<file path="config.mk">
export PLATFORM = sky130hd
export DESIGN_NAME = branch_redirect_unit_flat
export DESIGN_NICKNAME = d
export VERILOG_FILES = /design/src/rtl/branch_redirect_unit_pkg.sv /design/src/rtl/branch_redirect_unit_if.sv /design/src/rtl/branch_redirect_unit_stat_counter.sv /design/src/rtl/branch_redirect_unit.sv /design/src/flat_wrapper.sv
export SDC_FILE = /design/constraint.sdc
export NUM_CORES = 1
export LEC_CHECK = 0
export ABC_CLOCK_PERIOD_IN_PS = 3700
export CAP_MARGIN = 20
export CORE_ASPECT_RATIO = 0.5
export CORE_MARGIN = 1.5
export CORE_UTILIZATION = 46
export DETAILED_ROUTE_END_ITERATION = 16
export PLACE_DENSITY_LB_ADDON = 0.15
export SYNTH_ARGS = -nofsm -noshare
export SYNTH_HDL_FRONTEND = slang
export SYNTH_HIERARCHICAL = 1
export SYNTH_SLANG_ARGS = --single-unit
export TNS_END_PERCENT = 1
</file>
<file path="constraint.sdc">
create_clock -name clk -period 3.7 [get_ports clk]
set_input_delay 0.74 -clock clk [delete_from_list [all_inputs] [get_ports clk]]
set_output_delay 0.74 -clock clk [all_outputs]
set_load 0.02 [all_outputs]
</file>
<file path="src/rtl/branch_redirect_unit_pkg.sv">
// Shared definitions for the branch redirect unit: FSM states, PC step,
// branch type encodings used by EX, and the word-alignment mask.
package branch_pkg;

    typedef enum logic {
        RUN    = 1'b0,
        SQUASH = 1'b1
    } br_state_e;

    localparam int PC_INC = 4;

    typedef enum logic [1:0] {
        BR_BEQ  = 2'd0,
        BR_BNE  = 2'd1,
        BR_BLEZ = 2'd2,
        BR_BGTZ = 2'd3
    } br_type_e;

    localparam logic [1:0] ALIGN_MASK = 2'b11;

endpackage

</file>
<file path="src/rtl/branch_redirect_unit_if.sv">
// Bundle between EX / hazard logic / instruction fetch and the redirect unit.
// master: the redirect unit; slave: the surrounding pipeline.
interface branch_redirect_unit_if #(
    parameter int ADDR_W = 32
);
    logic              stall;
    logic              imem_ready;
    logic              ex_valid;
    logic              ex_is_branch;
    logic              ex_branch_taken;
    logic [ADDR_W-1:0] ex_target;
    logic [ADDR_W-1:0] pc;
    logic              fetch_valid;
    logic              flush_if_id;
    logic              flush_id_ex;
    logic              redirect;
    logic              misalign_err;

    modport master (
        input  stall, imem_ready, ex_valid, ex_is_branch, ex_branch_taken, ex_target,
        output pc, fetch_valid, flush_if_id, flush_id_ex, redirect, misalign_err
    );

    modport slave (
        output stall, imem_ready, ex_valid, ex_is_branch, ex_branch_taken, ex_target,
        input  pc, fetch_valid, flush_if_id, flush_id_ex, redirect, misalign_err
    );
endinterface

</file>
<file path="src/rtl/branch_redirect_unit_stat_counter.sv">
// Saturating event counter used for optional branch statistics.
module branch_stat_counter
    import branch_pkg::*;
#(
    parameter int W = 16
) (
    input  logic         clk,
    input  logic         rst_n,
    input  logic         inc_i,
    output logic [W-1:0] count_o
);
    logic [W-1:0] cnt_q;

    always_ff @(posedge clk or negedge rst_n) begin
        if (!rst_n) begin
            cnt_q <= '0;
        end else if (inc_i && (cnt_q != '1)) begin
            cnt_q <= cnt_q + 1'b1;
        end
    end

    assign count_o = cnt_q;
endmodule

</file>
<file path="src/rtl/branch_redirect_unit.sv">
// Fetch PC owner: turns a taken EX branch into a PC load plus IF/ID, ID/EX flush.
// Optional statistics counters are enabled with BRANCH_REDIRECT_STATS_EN.
module branch_redirect_unit
    import branch_pkg::*;
#(
    parameter int                ADDR_W        = 32,
    parameter logic [ADDR_W-1:0] RESET_PC      = '0,
    parameter int                SQUASH_CYCLES = 2,
    parameter int                STAT_W        = 16
) (
    input  logic                      clk,
    input  logic                      rst_n,
    branch_redirect_unit_if.master    bus
`ifdef BRANCH_REDIRECT_STATS_EN
    ,
    output logic [STAT_W-1:0]         stat_branches,
    output logic [STAT_W-1:0]         stat_taken
`endif
);
    localparam int CNT_W = (SQUASH_CYCLES > 1) ? $clog2(SQUASH_CYCLES) : 1;

    br_state_e         state_q;
    logic [CNT_W-1:0]  cnt_q;
    logic [ADDR_W-1:0] pc_q;
    logic [ADDR_W-1:0] pc_seq_d;
    logic              redirect_q;
    logic              misalign_q;
    logic              fetch_valid_q;
    logic              is_branch;
    logic              take;
    logic              advance;

    // rst_n gate keeps the flushes low while the core is held in reset
    assign is_branch = bus.ex_valid & bus.ex_is_branch & (state_q == RUN);
    assign take      = rst_n & is_branch & bus.ex_branch_taken;
    assign advance   = ~bus.stall & bus.imem_ready;
    assign pc_seq_d  = pc_q + ADDR_W'(PC_INC);

    always_ff @(posedge clk or negedge rst_n) begin
        if (!rst_n) begin
            state_q       <= RUN;
            cnt_q         <= '0;
            pc_q          <= RESET_PC;
            redirect_q    <= 1'b0;
            misalign_q    <= 1'b0;
            fetch_valid_q <= 1'b0;
        end else begin
            fetch_valid_q <= 1'b1;
            redirect_q    <= take;
            case (state_q)
                RUN: begin
                    if (take) begin
                        pc_q    <= {bus.ex_target[ADDR_W-1:2], 2'b00};
                        state_q <= SQUASH;
                        cnt_q   <= CNT_W'(SQUASH_CYCLES - 1);
                        if ((bus.ex_target[1:0] & ALIGN_MASK) != 2'b00) begin
                            misalign_q <= 1'b1;
                        end
                    end else if (advance) begin
                        pc_q <= pc_seq_d;
                    end
                end
                SQUASH: begin
                    if (advance) begin
                        pc_q <= pc_seq_d;
                    end
                    if (cnt_q == '0) begin
                        state_q <= RUN;
                    end else begin
                        cnt_q <= cnt_q - 1'b1;
                    end
                end
                default: state_q <= RUN;
            endcase
        end
    end

    assign bus.pc           = pc_q;
    assign bus.fetch_valid  = fetch_valid_q;
    assign bus.flush_if_id  = take;
    assign bus.flush_id_ex  = take;
    assign bus.redirect     = redirect_q;
    assign bus.misalign_err = misalign_q;

`ifdef BRANCH_REDIRECT_STATS_EN
    branch_stat_counter #(.W(STAT_W)) u_stat_branches (
        .clk     (clk),
        .rst_n   (rst_n),
        .inc_i   (is_branch),
        .count_o (stat_branches)
    );

    branch_stat_counter #(.W(STAT_W)) u_stat_taken (
        .clk     (clk),
        .rst_n   (rst_n),
        .inc_i   (take),
        .count_o (stat_taken)
    );
`endif
endmodule

</file>
<file path="src/flat_wrapper.sv">
// flat-port wrapper written by rule: the top's interface ports become plain ports
module branch_redirect_unit_flat import branch_pkg::*;
#(
    parameter int                ADDR_W        = 32,
    parameter logic [ADDR_W-1:0] RESET_PC      = '0,
    parameter int                SQUASH_CYCLES = 2,
    parameter int                STAT_W        = 16
)
  (clk, rst_n, bus_stall, bus_imem_ready, bus_ex_valid, bus_ex_is_branch, bus_ex_branch_taken, bus_ex_target, bus_pc, bus_fetch_valid, bus_flush_if_id, bus_flush_id_ex, bus_redirect, bus_misalign_err);
  branch_redirect_unit_if #(.ADDR_W(ADDR_W)) bus_i ();
  input  logic clk;
  input  logic rst_n;
  input wire logic [$bits(bus_i.stall)-1:0] bus_stall;
  input wire logic [$bits(bus_i.imem_ready)-1:0] bus_imem_ready;
  input wire logic [$bits(bus_i.ex_valid)-1:0] bus_ex_valid;
  input wire logic [$bits(bus_i.ex_is_branch)-1:0] bus_ex_is_branch;
  input wire logic [$bits(bus_i.ex_branch_taken)-1:0] bus_ex_branch_taken;
  input wire logic [$bits(bus_i.ex_target)-1:0] bus_ex_target;
  output wire logic [$bits(bus_i.pc)-1:0] bus_pc;
  output wire logic [$bits(bus_i.fetch_valid)-1:0] bus_fetch_valid;
  output wire logic [$bits(bus_i.flush_if_id)-1:0] bus_flush_if_id;
  output wire logic [$bits(bus_i.flush_id_ex)-1:0] bus_flush_id_ex;
  output wire logic [$bits(bus_i.redirect)-1:0] bus_redirect;
  output wire logic [$bits(bus_i.misalign_err)-1:0] bus_misalign_err;
  assign bus_i.stall = bus_stall;
  assign bus_i.imem_ready = bus_imem_ready;
  assign bus_i.ex_valid = bus_ex_valid;
  assign bus_i.ex_is_branch = bus_ex_is_branch;
  assign bus_i.ex_branch_taken = bus_ex_branch_taken;
  assign bus_i.ex_target = bus_ex_target;
  assign bus_pc = bus_i.pc;
  assign bus_fetch_valid = bus_i.fetch_valid;
  assign bus_flush_if_id = bus_i.flush_if_id;
  assign bus_flush_id_ex = bus_i.flush_id_ex;
  assign bus_redirect = bus_i.redirect;
  assign bus_misalign_err = bus_i.misalign_err;
  branch_redirect_unit #(.ADDR_W(ADDR_W), .RESET_PC(RESET_PC), .SQUASH_CYCLES(SQUASH_CYCLES), .STAT_W(STAT_W)) u_core (.clk(clk), .rst_n(rst_n), .bus(bus_i));
endmodule
</file>
==> reports/metrics.cfg, run 1 <==
[detailed_routing]
vias = 1690
drtIter0Drc = 95
drt_first_pass_iters = 4
vias_per_cell = 5.01
drtAntennaViolNets = 0
drc = 0
wire_per_inst_um = 12.7
wirelength_um = 4280

[worst_setup_path]
endpoint_kind = output port
crit_path_frequent_cell = clkdlybuf4s50_1
cp_max_fo = 4
cpPeakStageDelay_ns = 0.64
r2r-start = u_core/bus.pc[6]
r2r_slack_ns = 1.60
cp-start-kind = primary input
crit_type = in -> out
cp_slowest_cell = clkdlybuf4s50_1
rr_worst_depth = 5
cp.required_ns = 2.96
cp_cell_sequence = clkdlybuf4s50_1, nor2b_1, nand4_1, inv_1, clkdlybuf4s50_1
r2r-end = u_core/bus.pc[31]
cp.arrival_ns = 2.24

[grt]
grt-ovfl-total = 0
antenna_found_initial = 0
grt_pass1_vias = 1454
grt_max_degree = 43
grt_pass1_wl_um = 6690
grtUsageTotal_pct = 20.2

[final_layout]
drive_above_1_share_pct = 4.95
fin_util_pct = 69.6
syn2layout_area_growth_pct = 44.8
fin_area_sq_um = 2720
fin_nets = 324
antenna_cells = 0

[logic_synthesis]
avgSynthCellArea_sq_um = 8.94
synth-seq-cells = 35
synth_area_sq_um = 1880
yosysTopAreaCell = dfrtp_1
netlist_top_cells_area = dfrtp_1 (47%), xnor2_1 (9.3%), nand2_1 (6.8%)
async_flop_share_pct = 100
ys_seq_area_share_pct = 46.6
netlist_instances = 210
yosys-top-cells-count = dfrtp_1 (35), nand2_1 (34), xnor2_1 (20)
yosysMostFrequentCell = dfrtp_1
ys_types = 32
synth_edf_count = 0
synth_warnings = 6
synthFlopType = dfrtp_1
synth_top_area_share_pct = 46.6

[clock_tree]
cts_tree = done
post_cts_resized = 0
postCtsSetupRepairBufs = 0
ctsRootBufferMaster = clkbuf_8
h-tree-depth = 2
clock_path_buffers = 2
numCtsBuffers = 5
cts_hold_buf = 0
cts_sinks = 35
clkLatencyLatePin_ns = 0.28
path_clk_slew_ns = 0.06

[worst_hold_path]
worstHoldPathType = reg -> reg
min-delay-start = u_core/bus.misalign_err
min_to = u_core/bus.misalign_err
hold_depth = 1

[floorplan]
die_x_um = 93.4
io_pins = 76
rows = 16
core-area_sq_um = 3900
die_area_sq_um = 4500
initial_core_util_pct = 48.1
die_y_um = 48.2

[pwr]
ir_drop_mv = 0.293
fin_total_pwr_mw = 1.38
sw_frac_of_total_pct = 36.1
combinationalPowerShare_pct = 38.2
p_per_area_nw_per_um2 = 508
p_int_mw = 0.884
switchingPower_mw = 0.498
p_seq_share_pct = 43.6
power_frac_clock_pct = 18.2
p_leak_nw = 1.03

[timing]
setup_ws_ns = 0.725
fin_crit_sh_pct = 80.4
maxSlewViolCount = 0
setup_violations = 0
fmax_ghz = 0.336
skew_ns = 0.00603
grt_setup_unrepaired = false
hold_viol_final = 0
period_minus_slack_ns = 2.98
timing.setup.tns_ns = 0

[placement]
gp_congestion = 0.819
postPlaceCellArea_sq_um = 2650
preCtsSetupSlack_ns = 0.722
port-buffer-count = 73
dp_hpwl_um = 3140

[status]
outcome = finished, final reports clean

[run]
maxCapViolations = 0

## sequential cells by signal, indices dropped and copies added, names as in the netlist
signal / count
u_core/state_q: 1
u_core/bus.pc: 30
u_core/bus.fetch_valid: 1
u_core/bus.redirect: 1
u_core/bus.misalign_err: 1
u_core/cnt_q: 1
## logic make-up (layout without fill, tap and decap cells)
group | after synthesis | after routing | synth area share (%)
adders and majority gates | 1 | 1 | 0.666
DFF | 35 | 35 | 46.6
AOI/OAI and AO/OA | 33 | 33 | 9.19
other | 2 | 3 | 0.400
and+or+nand+nor | 93 | 93 | 25.4
xor gates and xnor gates | 28 | 28 | 13.1
muxes | 1 | 1 | 0.533
buffers and inverters | 17 | 89 | 4.13
## area by class of cell
type | instances | area [sq um]
multi-input combinational | 159 | 928
fill | 335 | 1180
clock buffer | 6 | 72.6
timing repair buffer | 76 | 748
sequential | 35 | 876
inverter | 7 | 26.3
tap | 54 | 67.6
## power by group through the flow
stage | combinational [mW] | sequential, mW | clock, mW
2_1_floorplan | 0.161 | 0.699 | 0
3_3_place_gp | 0.522 | 0.606 | 0
3_5_place_dp | 0.530 | 0.608 | 0
4_1_cts | 0.533 | 0.603 | 0.260
5_1_grt | 0.573 | 0.620 | 0.278
6_report | 0.528 | 0.602 | 0.252
## routing by layer
| metal | vias up | share of wire, % | global-route usage [%] | routed length, um |
|---|---|---|---|---|
| met5 | - | 0 | 0 | 0 |
| met4 | 0 | 0.35 | 6.36 | 15 |
| met3 | 2 | 7.5 | 6.07 | 323 |
| met2 | 53 | 46 | 31.6 | 1950 |
| met1 | 783 | 47 | 27.6 | 1990 |
| li1 | 852 | - | - | - |
## worst max-delay path: cells and delay by family
kind,cells,cell delay [ns]
buf+inv,3,1.26
simple gates,2,0.24
## how the worst max path moves through the flow
stage / startpoint / endpoint / slack [ns] / cells after the start
6_report: bus_ex_valid / bus_flush_id_ex / 0.72 / 5
5_1_grt: bus_ex_valid / bus_flush_if_id / 0.63 / 5
4_1_cts: bus_ex_valid / bus_flush_if_id / 0.72 / 5
3_5_place_dp: bus_ex_valid / bus_flush_if_id / 0.72 / 5
3_3_place_gp: bus_ex_valid / bus_flush_id_ex / 0.74 / 5
2_1_floorplan: bus_ex_valid / bus_flush_if_id / 1.14 / 5
## cells in the final DEF, fill, tap and decap left out, types with 8 or more instances in the layout
cell | synthesis | final
xor2_1 | 8 | 8
nor4_1 | 8 | 8
xnor2_1 | 20 | 20
a21oi_1 | 8 | 8
nand3_1 | 10 | 10
o21ai_0 | 19 | 19
nor2_1 | 15 | 15
clkdlybuf4s50_1 | 0 | 72
nand2_1 | 34 | 34
dfrtp_1 | 35 | 35
## stage by stage
step,cells,hold slack (ns)
after global placement,331,0.461
after CTS,337,0.487
after detailed placement,331,0.462
after floorplan,211,0.444
after global routing,337,0.523
final,337,0.482
Note: power is estimated with default switching activity, not from simulation.
==> run 2: changes to the inputs <==
ABC_CLOCK_PERIOD_IN_PS = 2800   (was 3700)
CORE_UTILIZATION = 43   (was 46)
clock period = 2.8 ns   (was 3.7 ns; I/O delays follow)
==> run 2 against run 1 <==
  * Cell area increased by 1.3%
  * Sequential power increased by 33%
  * Largest cell class unchanged
  * Highest routed layer unchanged
  * Sequential share of layout area decreased by 0.41 points
  * Clock-buffer cell count increased by 2
  * Critical path type unchanged
==> reports/metrics.cfg, run 2 (synthesized netlist as in run 1, its figures left out) <==
[status]
outcome = finished, final reports clean  ; unchanged

[worst_setup_path]
cp-start-kind = primary input  ; unchanged
cp_max_fo = 10  ; was 4
cp.arrival_ns = 2.09  ; was 2.24 ns
cp_cell_sequence = clkdlybuf4s50_1, nor2b_1, nand4_1, inv_2, clkdlybuf4s50_1  ; was clkdlybuf4s50_1, nor2b_1, nand4_1, inv_1, clkdlybuf4s50_1
crit_path_frequent_cell = clkdlybuf4s50_1  ; unchanged
cp_slowest_cell = clkdlybuf4s50_1  ; unchanged
endpoint_kind = output port  ; unchanged
cpPeakStageDelay_ns = 0.63  ; was 0.64 ns
crit_type = in -> out  ; unchanged
cp.required_ns = 2.24  ; was 2.96 ns

[detailed_routing]
wire_per_inst_um = 13.9  ; was 12.7 um
vias_per_cell = 5.09  ; was 5.01
vias = 1732  ; was 1,690
wirelength_um = 4730  ; was 4280 um
drtIter0Drc = 73  ; was 95
drt_first_pass_iters = 4  ; unchanged
drc = 0  ; unchanged
drtAntennaViolNets = 0  ; unchanged

[clock_tree]
cts_hold_buf = 0  ; unchanged
path_clk_slew_ns = 0.07  ; was 0.06 ns
cts_sinks = 35  ; unchanged
numCtsBuffers = 5  ; unchanged
post_cts_resized = 0  ; unchanged
clock_path_buffers = 2  ; unchanged
clkLatencyLatePin_ns = 0.28  ; about the same
h-tree-depth = 2  ; unchanged
cts_tree = done  ; unchanged
ctsRootBufferMaster = clkbuf_8  ; unchanged
postCtsSetupRepairBufs = 0  ; unchanged

[pwr]
p_seq_share_pct = 41.8  ; was 43.6%
p_int_mw = 1.23  ; was 0.884 mW
ir_drop_mv = 0.435  ; was 0.293 mV
power_frac_clock_pct = 21.2  ; was 18.2%
p_per_area_nw_per_um2 = 693  ; was 508 nW/um^2
sw_frac_of_total_pct = 35.7  ; was 36.1%
switchingPower_mw = 0.683  ; was 0.498 mW
combinationalPowerShare_pct = 37.0  ; was 38.2%
p_leak_nw = 1.04  ; was 1.03 nW

[placement]
port-buffer-count = 73  ; unchanged
place_inst = 332  ; was 331
gp_congestion = 0.777  ; was 0.819
dp_hpwl_um = 3460  ; was 3140 um

[final_layout]
drive_above_1_share_pct = 6.29  ; was 4.95%
fin_cells = 340  ; was 337
antenna_cells = 0  ; unchanged
final_common_cell = clkdlybuf4s50_1  ; unchanged
fin_nets = 325  ; was 324
final_cell_mix = clkdlybuf4s50_1 (72), dfrtp_1 (35), nand2_1 (34)  ; unchanged
syn2layout_area_growth_pct = 46.6  ; was 44.8%
largest_reg_flops = 30  ; unchanged

[worst_hold_path]
worstHoldPathType = in -> async  ; was reg -> reg

[timing]
setup_violations = 0  ; unchanged
skew_ns = 0.00757  ; was 0.00603 ns
timing.setup.tns_ns = 0  ; unchanged
finalHoldWorstSlack_ns = 0.337  ; was 0.482 ns
fin_crit_sh_pct = 94.6
fmax_ghz = 0.378
period_minus_slack_ns = 2.65
hold_viol_final = 0  ; unchanged
maxSlewViolCount = 0  ; unchanged
grt_setup_unrepaired = false  ; unchanged

[grt]
grt_max_degree = 36  ; was 43
antenna_found_initial = 0  ; unchanged
grt_pass1_vias = 1699  ; was 1,454
grt_pass1_wl_um = 7690  ; was 6690 um
grt-ovfl-total = 0  ; unchanged
grtUsageTotal_pct = 21.3  ; was 20.2%

[floorplan]
initial_core_util_pct = 46.4  ; was 48.1%
core-area_sq_um = 4040  ; was 3900 sq um
die_x_um = 96.5  ; was 93.4 um
rows = 16  ; unchanged
die_area_sq_um = 4800  ; was 4500 sq um
io_pins = 76  ; unchanged
die_y_um = 49.7  ; was 48.2 um

[run]
maxCapViolations = 0  ; unchanged

-- run 2: critical path: cells and delay by family --
family                 cells  cell delay, ns
buffers and inverters      3            1.24
and+or+nand+nor            2            0.27
-- run 2: cell type report --
type	count	area, sq um
flip-flops and latches	35	876
fillers	353	1290
well taps	54	67.6
inverters	7	26.3
repair buffers	77	756
multi-input cells	159	928
clock buffers	8	100
-- run 2: per-stage QoR --
stage | util (%) | setup slack, ns | power [mW] | instance area, sq um
after floorplan | - | 0.602 | 1.14 | 1880
after global placement | 65.6 | 0.119 | 1.50 | 2650
after detailed placement | 65.6 | 0.0621 | 1.51 | 2650
after CTS | 68.1 | 0.0621 | 1.93 | 2750
after global routing | 68.1 | 0.0343 | 2.02 | 2750
final | 68.1 | 0.152 | 1.91 | 2750
-- run 2: per-layer routing --
metal / GRT usage [%] / part of all wire, %
met5: 0 / 0
met4: 7.00 / 1.0
met3: 6.64 / 7.4
met2: 35.0 / 46
met1: 26.6 / 45
-- run 2: worst paths after layout --
path | start | to | slack (ns) | depth (start not counted)
max in group asynchronous | rst_n | u_core/bus.pc[8] | 2.15 | 2
hold reg to reg | u_core/bus.misalign_err | u_core/bus.misalign_err | 0.49 | 1
hold / removal | rst_n | u_core/bus.pc[30] | 0.34 | 2
setup reg to reg | u_core/bus.pc[6] | u_core/bus.pc[31] | 0.66 | 5
min in group clk | u_core/bus.misalign_err | u_core/bus.misalign_err | 0.49 | 1
setup / recovery | bus_ex_valid | bus_flush_id_ex | 0.15 | 5
-- run 2: power by group through the flow --
| stage | clock network (mW) | logic [mW] | registers (mW) |
|---|---|---|---|
| 2_1_floorplan | 0 | 0.213 | 0.924 |
| 3_3_place_gp | 0 | 0.698 | 0.797 |
| 3_5_place_dp | 0 | 0.710 | 0.805 |
| 4_1_cts | 0.417 | 0.713 | 0.798 |
| 5_1_grt | 0.433 | 0.763 | 0.822 |
| 6_report | 0.406 | 0.706 | 0.798 |
==> run 3: changes to the inputs <==
CORE_MARGIN = 2   (was 1.5)
CTS_CLUSTER_SIZE = 24   (was not set)
==> run 3 against run 2 <==
  * Combinational power is essentially flat
  * Critical path depth unchanged
  * Sequential power is essentially flat
  * Maximum frequency is 0.94% higher
  * Die area increased by 3.1%
  * Hold slack improved by 0.00067 ns
  * Via count up 0.92%
  * Clock power is 7.6% lower
==> reports/metrics.cfg, run 3 (synthesized netlist as in run 1, its figures left out) <==
[status]
outcome = finished, final reports clean  ; unchanged

[grt]
grt_max_degree = 36  ; unchanged
grtUsageTotal_pct = 19.8  ; was 21.3%
antenna_found_initial = 0  ; unchanged
grt-ovfl-total = 0  ; unchanged
grt_pass1_vias = 1704  ; was 1,699
grt_pass1_wl_um = 7870  ; was 7690 um

[worst_setup_path]
crit_type = in -> out  ; unchanged
crit_path_frequent_cell = clkdlybuf4s50_1  ; unchanged
r2r-end = u_core/bus.pc[31]  ; unchanged
cp_top_family = buffers and inverters  ; unchanged
rr_worst_depth = 5  ; unchanged
endpoint_kind = output port  ; unchanged
cp.required_ns = 2.24  ; about the same
cp_max_fo = 4  ; was 10
r2r_slack_ns = 0.67  ; was 0.66 ns
cp_num_buf_inv = 3  ; unchanged
cp_cell_sequence = clkdlybuf4s50_1, nor2b_1, nand4_1, inv_1, clkdlybuf4s50_1  ; was clkdlybuf4s50_1, nor2b_1, nand4_1, inv_2, clkdlybuf4s50_1
cp-start-kind = primary input  ; unchanged
cp_slowest_cell = clkdlybuf4s50_1  ; unchanged
cpPeakStageDelay_ns = 0.63  ; about the same
r2r-start = u_core/bus.pc[6]  ; unchanged
cp.arrival_ns = 2.06  ; was 2.09 ns

[final_layout]
fill_cells = 345  ; was 353
fin_nets = 325  ; unchanged
multi_input_area_sq_um = 928  ; unchanged
antenna_cells = 0  ; unchanged
drive_above_1_share_pct = 5.96  ; was 6.29%
largest_reg_flops = 30  ; unchanged
syn2layout_area_growth_pct = 46.0  ; was 46.6%
final_common_cell = clkdlybuf4s50_1  ; unchanged
fin_util_pct = 67.8  ; was 68.1%
final_cell_mix = clkdlybuf4s50_1 (72), dfrtp_1 (35), nand2_1 (34)  ; unchanged
seqCellArea_sq_um = 876  ; unchanged

[run]
maxCapViolations = 0  ; unchanged

[clock_tree]
h-tree-depth = 2  ; unchanged
postCtsSetupRepairBufs = 0  ; unchanged
cts_tree = done  ; unchanged
path_clk_slew_ns = 0.07  ; about the same
clock_path_buffers = 2  ; unchanged
cts_hold_buf = 0  ; unchanged
numCtsBuffers = 5  ; unchanged
cts_sinks = 35  ; unchanged
clkLatencyLatePin_ns = 0.28  ; about the same
ctsRootBufferMaster = clkbuf_8  ; unchanged
post_cts_resized = 0  ; unchanged

[detailed_routing]
drt_first_pass_iters = 4  ; unchanged
drtAntennaViolNets = 0  ; unchanged
drtIter0Drc = 43  ; was 73
vias_per_cell = 5.16  ; was 5.09
wire_per_inst_um = 13.5  ; was 13.9 um
vias = 1748  ; was 1,732
wirelength_um = 4580  ; was 4730 um
drc = 0  ; unchanged

[placement]
port-buffer-count = 73  ; unchanged
gp_congestion = 0.793  ; was 0.777
dp_hpwl_um = 3360  ; was 3460 um
preCtsSetupSlack_ns = 0.171  ; was 0.0621 ns

[worst_hold_path]
worstHoldPathType = in -> async  ; unchanged

[timing]
skew_ns = 0.00704  ; was 0.00757 ns
setup_ws_ns = 0.177  ; was 0.152 ns
maxSlewViolCount = 0  ; unchanged
fin_crit_sh_pct = 93.7  ; was 94.6%
finalHoldWorstSlack_ns = 0.338  ; was 0.337 ns
fmax_ghz = 0.381  ; was 0.378 GHz
grt_setup_unrepaired = false  ; unchanged
hold_viol_final = 0  ; unchanged
setup_violations = 0  ; unchanged
timing.setup.tns_ns = 0  ; unchanged
period_minus_slack_ns = 2.62  ; was 2.65 ns

[floorplan]
die_y_um = 50.7  ; was 49.7 um
initial_core_util_pct = 46.4  ; unchanged
io_pins = 76  ; unchanged
rows = 16  ; unchanged
die_x_um = 97.5  ; was 96.5 um
die_area_sq_um = 4940  ; was 4800 sq um
core-area_sq_um = 4040  ; unchanged

[pwr]
p_per_area_nw_per_um2 = 683  ; was 693 nW/um^2
p_leak_nw = 1.04  ; about the same
ir_drop_mv = 0.526  ; was 0.435 mV

run 3: changes by cell type in the layout (fill, tap and decap cells not counted):
cell | previous run | this run
clkbuf_1 | 1 | 0
inv_2 | 1 | 0
clkbuf_8 | 7 | 6
clkinv_2 | 0 | 1
inv_1 | 6 | 7
run 3: final cells by class:
cell class,instances,area share (%)
Inverter,7,0.958
Clock buffer,6,3.01
Sequential cell,35,31.9
Clock inverter,1,0.183
Multi-Input combinational cell,159,33.9
Tap cell,54,2.46
Timing Repair Buffer,77,27.6
run 3: stage by stage:
step	total power, mW	cells	cell area (sq um)
after floorplan	1.14	211	1880
after global placement	1.50	332	2650
after detailed placement	1.51	332	2650
after CTS	1.89	339	2740
after global routing	1.98	339	2740
final	1.87	339	2740
run 3: power breakdown:
part / switching, mW / internal [mW] / total (mW)
logic: 0.330 / 0.373 / 0.703
clock network: 0.182 / 0.193 / 0.375
registers: 0.166 / 0.629 / 0.796
run 3: worst max-delay path by stage:
stage / start / end / slack, ns / depth (start not counted)
floorplan: bus_ex_valid / bus_flush_if_id / 0.60 / 5
global placement: bus_ex_valid / bus_flush_id_ex / 0.23 / 5
detailed placement: bus_ex_valid / bus_flush_if_id / 0.17 / 5
CTS: bus_ex_valid / bus_flush_if_id / 0.17 / 5
global route: bus_ex_valid / bus_flush_if_id / 0.06 / 5
finish: bus_ex_valid / bus_flush_if_id / 0.18 / 5
run 3: metal layers:
layer	share of wire (%)	track usage, %	vias to the layer above
li1	-	-	860
met1	47	26.4	819
met2	45	32.6	61
met3	7.1	6.69	8
met4	0.72	2.78	0
met5	0	0	-
